<file path="src/rtl/executs_mdu.sv">
// Multiply/divide unit with HI/LO registers.
// Sequential shift-add multiply and restoring divide, one iteration per cycle,
// followed by a sign-adjust cycle that commits HI/LO.
module executs_mdu #(
  parameter int DATA_W    = 32,
  parameter bit DIV0_FAST = 1'b1
) (
  input  logic              clock,
  input  logic              rst_n,
  input  logic              start,
  input  logic [2:0]        op,
  input  logic              flush,
  input  logic [DATA_W-1:0] a_in,
  input  logic [DATA_W-1:0] b_in,
  output logic              busy,
  output logic              done,
  output logic [DATA_W-1:0] result,
  output logic [DATA_W-1:0] hi_out,
  output logic [DATA_W-1:0] lo_out,
  output logic              div_by_zero
);

  localparam int CW = $clog2(DATA_W + 1);
  localparam logic [CW-1:0]       LAST_CNT = CW'(DATA_W - 1);
  localparam logic [CW-1:0]       ONE_C    = {{(CW-1){1'b0}}, 1'b1};
  localparam logic [DATA_W-1:0]   ONE_W    = {{(DATA_W-1){1'b0}}, 1'b1};
  localparam logic [2*DATA_W-1:0] ONE_2W   = {{(2*DATA_W-1){1'b0}}, 1'b1};

  typedef enum logic [1:0] {
    S_IDLE = 2'd0,
    S_MUL  = 2'd1,
    S_DIV  = 2'd2,
    S_ADJ  = 2'd3
  } state_e;

  // Two's-complement negation helpers for single and double width values.
  function automatic logic [DATA_W-1:0] neg_w(input logic [DATA_W-1:0] v);
    return ~v + ONE_W;
  endfunction

  function automatic logic [2*DATA_W-1:0] neg_2w(input logic [2*DATA_W-1:0] v);
    return ~v + ONE_2W;
  endfunction

  state_e              state_q, state_d;
  logic [CW-1:0]       cnt_q, cnt_d;
  logic [DATA_W-1:0]   hi_q, hi_d, lo_q, lo_d, res_q, res_d;
  logic [DATA_W-1:0]   acc_hi_q, acc_hi_d, acc_lo_q, acc_lo_d, opb_q, opb_d;
  logic                neg_lo_q, neg_lo_d, neg_hi_q, neg_hi_d;
  logic                is_div_q, is_div_d, dz_q, dz_d;
  logic                busy_q, busy_d, done_q, done_d, dbz_q, dbz_d;

  logic                accept_s, sgn_s, a_neg_s, b_neg_s, b_zero_s;
  logic [DATA_W-1:0]   a_mag_s, b_mag_s;
  logic [DATA_W:0]     mul_sum_s, div_shift_s, div_trial_s;
  logic [2*DATA_W-1:0] prod_s;

  // Requests are only taken in IDLE, and a simultaneous flush drops them.
  assign accept_s    = start & ~flush & (state_q == S_IDLE);
  assign sgn_s       = ~op[0];
  assign a_neg_s     = sgn_s & a_in[DATA_W-1];
  assign b_neg_s     = sgn_s & b_in[DATA_W-1];
  assign a_mag_s     = a_neg_s ? neg_w(a_in) : a_in;
  assign b_mag_s     = b_neg_s ? neg_w(b_in) : b_in;
  assign b_zero_s    = (b_in == {DATA_W{1'b0}});
  // acc_hi/acc_lo hold partial product (multiply) or remainder/quotient (divide).
  assign mul_sum_s   = {1'b0, acc_hi_q} + (acc_lo_q[0] ? {1'b0, opb_q} : {(DATA_W+1){1'b0}});
  assign div_shift_s = {acc_hi_q, acc_lo_q[DATA_W-1]};
  assign div_trial_s = div_shift_s - {1'b0, opb_q};
  assign prod_s      = {acc_hi_q, acc_lo_q};

  // State register.
  always_ff @(posedge clock or negedge rst_n) begin
    if (!rst_n) begin
      state_q <= S_IDLE;
    end else begin
      state_q <= state_d;
    end
  end

  // Next-state logic; flush returns to IDLE from anywhere.
  always_comb begin
    state_d = state_q;
    if (flush) begin
      state_d = S_IDLE;
    end else begin
      case (state_q)
        S_IDLE: begin
          if (accept_s && !op[2]) begin
            if (op[1] && b_zero_s && DIV0_FAST) state_d = S_ADJ;
            else if (op[1])                     state_d = S_DIV;
            else                                state_d = S_MUL;
          end else begin
            state_d = S_IDLE;
          end
        end
        S_MUL, S_DIV: begin
          if (cnt_q == LAST_CNT) state_d = S_ADJ;
          else                   state_d = state_q;
        end
        S_ADJ:   state_d = S_IDLE;
        default: state_d = S_IDLE;
      endcase
    end
  end

  // Datapath and output next values: operand capture, iterations, commit.
  always_comb begin
    cnt_d    = cnt_q;
    hi_d     = hi_q;
    lo_d     = lo_q;
    res_d    = res_q;
    acc_hi_d = acc_hi_q;
    acc_lo_d = acc_lo_q;
    opb_d    = opb_q;
    neg_lo_d = neg_lo_q;
    neg_hi_d = neg_hi_q;
    is_div_d = is_div_q;
    dz_d     = dz_q;
    done_d   = 1'b0;
    dbz_d    = 1'b0;
    busy_d   = (state_d != S_IDLE);
    if (flush) begin
      done_d = 1'b0;
      dbz_d  = 1'b0;
    end else begin
      case (state_q)
        S_IDLE: begin
          if (accept_s) begin
            case (op)
              3'b000, 3'b001, 3'b010, 3'b011: begin
                acc_hi_d = {DATA_W{1'b0}};
                acc_lo_d = a_mag_s;
                opb_d    = b_mag_s;
                cnt_d    = {CW{1'b0}};
                neg_lo_d = a_neg_s ^ b_neg_s;
                neg_hi_d = a_neg_s;
                is_div_d = op[1];
                dz_d     = op[1] & b_zero_s;
                if (op[1] && b_zero_s && DIV0_FAST) begin
                  done_d = 1'b1;
                  dbz_d  = 1'b1;
                end else begin
                  done_d = 1'b0;
                  dbz_d  = 1'b0;
                end
              end
              3'b100: begin res_d = hi_q; done_d = 1'b1; end
              3'b101: begin res_d = lo_q; done_d = 1'b1; end
              3'b110: begin hi_d  = a_in; done_d = 1'b1; end
              3'b111: begin lo_d  = a_in; done_d = 1'b1; end
              default: done_d = 1'b0;
            endcase
          end else begin
            done_d = 1'b0;
          end
        end
        S_MUL: begin
          acc_hi_d = mul_sum_s[DATA_W:1];
          acc_lo_d = {mul_sum_s[0], acc_lo_q[DATA_W-1:1]};
          cnt_d    = cnt_q + ONE_C;
        end
        S_DIV: begin
          if (!div_trial_s[DATA_W]) acc_hi_d = div_trial_s[DATA_W-1:0];
          else                      acc_hi_d = div_shift_s[DATA_W-1:0];
          acc_lo_d = {acc_lo_q[DATA_W-2:0], ~div_trial_s[DATA_W]};
          cnt_d    = cnt_q + ONE_C;
        end
        S_ADJ: begin
          if (dz_q) begin
            // Fast divide-by-zero already reported at acceptance.
            done_d = !DIV0_FAST;
            dbz_d  = !DIV0_FAST;
          end else if (is_div_q) begin
            lo_d   = neg_lo_q ? neg_w(acc_lo_q) : acc_lo_q;
            hi_d   = neg_hi_q ? neg_w(acc_hi_q) : acc_hi_q;
            done_d = 1'b1;
          end else begin
            {hi_d, lo_d} = neg_lo_q ? neg_2w(prod_s) : prod_s;
            done_d       = 1'b1;
          end
        end
        default: done_d = 1'b0;
      endcase
    end
  end

  // Datapath and output registers.
  always_ff @(posedge clock or negedge rst_n) begin
    if (!rst_n) begin
      cnt_q    <= {CW{1'b0}};
      hi_q     <= {DATA_W{1'b0}};
      lo_q     <= {DATA_W{1'b0}};
      res_q    <= {DATA_W{1'b0}};
      acc_hi_q <= {DATA_W{1'b0}};
      acc_lo_q <= {DATA_W{1'b0}};
      opb_q    <= {DATA_W{1'b0}};
      neg_lo_q <= 1'b0;
      neg_hi_q <= 1'b0;
      is_div_q <= 1'b0;
      dz_q     <= 1'b0;
      busy_q   <= 1'b0;
      done_q   <= 1'b0;
      dbz_q    <= 1'b0;
    end else begin
      cnt_q    <= cnt_d;
      hi_q     <= hi_d;
      lo_q     <= lo_d;
      res_q    <= res_d;
      acc_hi_q <= acc_hi_d;
      acc_lo_q <= acc_lo_d;
      opb_q    <= opb_d;
      neg_lo_q <= neg_lo_d;
      neg_hi_q <= neg_hi_d;
      is_div_q <= is_div_d;
      dz_q     <= dz_d;
      busy_q   <= busy_d;
      done_q   <= done_d;
      dbz_q    <= dbz_d;
    end
  end

  assign busy        = busy_q;
  assign done        = done_q;
  assign result      = res_q;
  assign hi_out      = hi_q;
  assign lo_out      = lo_q;
  assign div_by_zero = dbz_q;

endmodule
</file>
<file path="config.mk">
export PLATFORM = sky130hd
export DESIGN_NAME = executs_mdu
export DESIGN_NICKNAME = d
export VERILOG_FILES = /design/src/rtl/executs_mdu.sv
export SDC_FILE = /design/constraint.sdc
export NUM_CORES = 1
export LEC_CHECK = 0
export BUFFER_PORTS_ARGS = -buffer_cell sky130_fd_sc_hd__buf_2
export CORE_MARGIN = 2
export CORE_UTILIZATION = 25
export CTS_CLUSTER_DIAMETER = 120
export DETAILED_ROUTE_END_ITERATION = 8
export PLACE_DENSITY = 0.38
export SYNTH_ARGS = -nofsm -noshare
export SYNTH_HDL_FRONTEND = slang
export SYNTH_SLANG_ARGS = --single-unit
</file>
<file path="constraint.sdc">
create_clock -name clock -period 7.4 [get_ports clock]
set_input_delay 0.74 -clock clock [delete_from_list [all_inputs] [get_ports clock]]
set_output_delay 0.74 -clock clock [all_outputs]
set_load 0.005 [all_outputs]
</file>
==> metrics.md <==
| Metric | Value |
|---|---|
| Cell Pwr Density | `222 mW/mm2` |
| Pleak | `8.28 nW` |
| Synthesized netlist cell count | `1974` |
| Area grow syn2layout | `16.1%` |
| Worst Hold Class | `primary input to asynchronous set/reset pin` |
| Combinational power share | `26.6%` |
| Flops & latches, synth | `207` |
| Initial Util | `25.2%` |
| Post-CTS setup buffer count | `0` |
| Avg Vias per Cell | `5.13` |
| Synthesized area per cell | `8.03 um2` |
| IO buf count | `169` |
| Critical-path cell list | `inv_1 -> nor2_1 -> ha_1 -> a21oi_1 -> o21ai_1 -> o31a_1 -> a31oi_2 -> o221ai_1 -> o41a_1 -> or4b_1 -> and3_1 -> o21ai_0` |
| Status | `finished clean` |
| Drt initial violations | `1113` |
| Final Slew Violations | `0` |
| Die width | `256 um` |
| Fmax | `228 MHz` |
| CP Launch Type | `flip-flop` |
| GPL Wtd Cong | `0.959` |
| Via count | `15100` |
| Vias in the first global route | `14900` |
| CTS tree | `done` |
| H-tree levels | `1` |
| Total grt overflow | `0` |
| Min cycle time layout | `4380 ps` |
| Tcrit/Tclk final | `59.2%` |
| Crit-path leading delay family | `compound AO/OA/AOI/OAI gates` |
| Clock power frac | `35.2%` |
| Synth warn | `0` |
| Post-DRT Antenna Nets | `0` |
| Sequential Power Share | `38.2%` |
| CTS Hold Bufs | `0` |
| Clock slew at reported path FFs | `60 ps` |
| Sw Ratio | `35.8%` |
| Clk sinks | `207` |
| Worst Tran Pin Value | `1140 ps` |
| Post-synth ARST share | `100%` |
| CP required | `7910 ps` |
| Share of layout cells above drive strength 1 | `12.7%` |
| Initial antenna violation count | `1` |
| Drt wl/cell | `20.9 um` |
| Critical path class | `flip-flop to flip-flop` |
| Total wire length | `61200 um` |
| CP max stage cell | `inv_1` |
| WP data arrival | `4890 ps` |
| CP max stage delay | `860 ps` |
| Max cap viols | `0` |
| Setup repair after global routing missed its margin | `false` |
| DRC violations left | `0` |
| Critical Path Sink Type | `flip-flop` |
| First-pass GRT wire length | `94600 um` |
| Yosys cell types | `83` |
| Overall global routing resource usage | `18.3%` |
| Peak supply drop | `0.137 mV` |
| Die area | `0.0654 mm2` |
| Register area share after synthesis | `32.7%` |
| Rows | `92` |
| Root Buffer | `clkbuf_16` |
| CP Max Fanout | `32` |
| Io pins | `170` |
| Most frequent cells in the layout | `nand2_1 (276), o21ai_0 (217), dfrtp_1 (207)` |
| Cts bufs inserted | `29` |
| Final setup margin | `3020 ps` |
| Detailed Place HPWL | `46300 um` |
| Clock buffer depth | `3` |
| Fillers | `6865` |
| Synthesized Nets | `2121` |
| Relative slew slack | `23.8%` |
| Setup Skew | `20.5 ps` |
| Internal | `2.62 mW` |
| Sum of negative setup slack | `0 ps` |
| Clk Latency, worst-skew pair | `600 ps` |
| Net Sw Power | `1.46 mW` |
| Total Nets Final | `2214` |
| Hold Vio Cnt, Final | `0` |
| Cts repair resizes | `0` |
| EDFF count, synth | `0` |
| Commonest non-fill, non-tap cell in the layout | `nand2_1` |
| Buf+Inv Stages, Crit Path | `1` |
| Ys flop type | `dfrtp_1` |
| Endpoints failing setup | `0` |
| Pre-CTS WS | `2960 ps` |
| Post-Synthesis Cell Area | `0.0158 mm2` |
| Largest net degree at the start of global routing | `107` |
| Core Area | `0.0629 mm2` |
| Drt first pass iters | `5` |
| Die Y | `256 um` |
-- Yosys cell counts, types with 9 or more instances --
master	count	area, um2
o22ai_1	38	238
inv_1	59	221
nand4_1	10	62.6
a211oi_1	33	248
a31oi_1	15	93.8
nor4_1	13	81.3
nor2_1	172	646
o221ai_1	9	78.8
xnor2_1	73	639
nor3_1	43	215
xor2_1	99	867
nand2b_1	14	87.6
mux2i_1	32	320
dfrtp_1	207	5180
o211ai_1	16	120
o21ai_0	217	1090
buf_1	9	33.8
o41ai_1	11	96.3
a221oi_1	28	245
ha_1	74	926
a21oi_1	110	551
nand2_1	277	1040
a21o_1	51	383
nor2b_1	16	100
a22oi_1	18	135
and3_1	9	56.3
clkbuf_1	110	413
nand3_1	19	95.1
or3_1	11	68.8
o31ai_1	51	383
-- worst reg2reg max path, cell delays in order (launching register included) --
cell	delay, ps
dfrtp_1	480
inv_1	860
nor2_1	140
ha_1	390
a21oi_1	170
o21ai_1	130
o31a_1	340
a31oi_2	370
o221ai_1	230
o41a_1	430
or4b_1	520
and3_1	180
o21ai_0	60
-- cell type report --
type,count,area (um2),share of cell area (%)
clock buffer,43,838,4.56
antenna,1,2.50,0.0136
timing repair buffer,188,998,5.43
sequential,207,5180,28.2
clock inverter,9,119,0.646
tap,846,1060,5.75
multi-input combinational,1580,9970,54.2
inverter,61,229,1.24
-- routing by layer --
metal | part of all wire (%) | GRT usage [%]
met1 | 49 | 26.0
met2 | 45 | 29.8
met3 | 4.1 | 2.22
met4 | 2.0 | 3.70
met5 | 0.021 | 0
-- through the flow --
step / hold slack, ps / util, % / area (um2) / power (mW) / cells
after detailed placement: 465 / 27.7 / 17400 / 2.68 / 2882
after global routing: 275 / 29.3 / 18400 / 4.35 / 2934
after global placement: 459 / 27.7 / 17400 / 2.68 / 2882
final: 191 / 29.3 / 18400 / 4.09 / 2935
after CTS: 272 / 29.3 / 18400 / 4.15 / 2934
after floorplan: 444 / - / 15800 / 2.18 / 1974
-- flip-flops by register name (all words and copies together), names as in the netlist --
register     cells
div_by_zero      1
opb_q           32
neg_lo_q         1
done             1
hi_out          32
is_div_q         1
result          32
acc_lo_q        32
lo_out          32
dz_q             1
state_q          2
busy             1
acc_hi_q        32
cnt_q            6
neg_hi_q         1
-- cell families (layout without fill, tap and decap cells) --
family,after synthesis,count (layout),synth area share [%]
AO/OA/AOI/OAI,663,663,26.9
flip-flops,207,207,32.7
buffers and inverters,187,301,4.52
XOR/XNOR,172,172,9.50
multiplexers,39,39,2.52
adder cells (fa/ha/maj),76,76,6.09
AND/OR/NAND/NOR,630,630,17.8
other,0,1,0
-- power by group through the flow --
stage / Combinational [mW] / Sequential, mW / Clock (mW)
2_1_floorplan: 0.672 / 1.51 / 0
3_3_place_gp: 1.10 / 1.58 / 0
3_5_place_dp: 1.10 / 1.59 / 0
4_1_cts: 1.10 / 1.56 / 1.49
5_1_grt: 1.22 / 1.60 / 1.53
6_report: 1.09 / 1.56 / 1.44
-- final timing paths --
| path | start | to | slack, ps | depth (start not counted) |
|---|---|---|---|---|
| max | acc_lo_q[0]$_DFFE_PN0P_ | acc_hi_q[20]$_DFFE_PN0P_ | 3020 | 12 |
| min | rst_n | result[7]$_DFFE_PN0P_ | 190 | 1 |
| max reg2reg | acc_lo_q[0]$_DFFE_PN0P_ | acc_hi_q[20]$_DFFE_PN0P_ | 3020 | 12 |
| min reg2reg | result[20]$_DFFE_PN0P_ | result[20]$_DFFE_PN0P_ | 470 | 2 |
| max in group asynchronous | rst_n | opb_q[27]$_DFFE_PN0P_ | 5670 | 2 |
| min in group clock | flush | busy$_DFF_PN0_ | 420 | 2 |
Power figures use the tool's default switching activity.
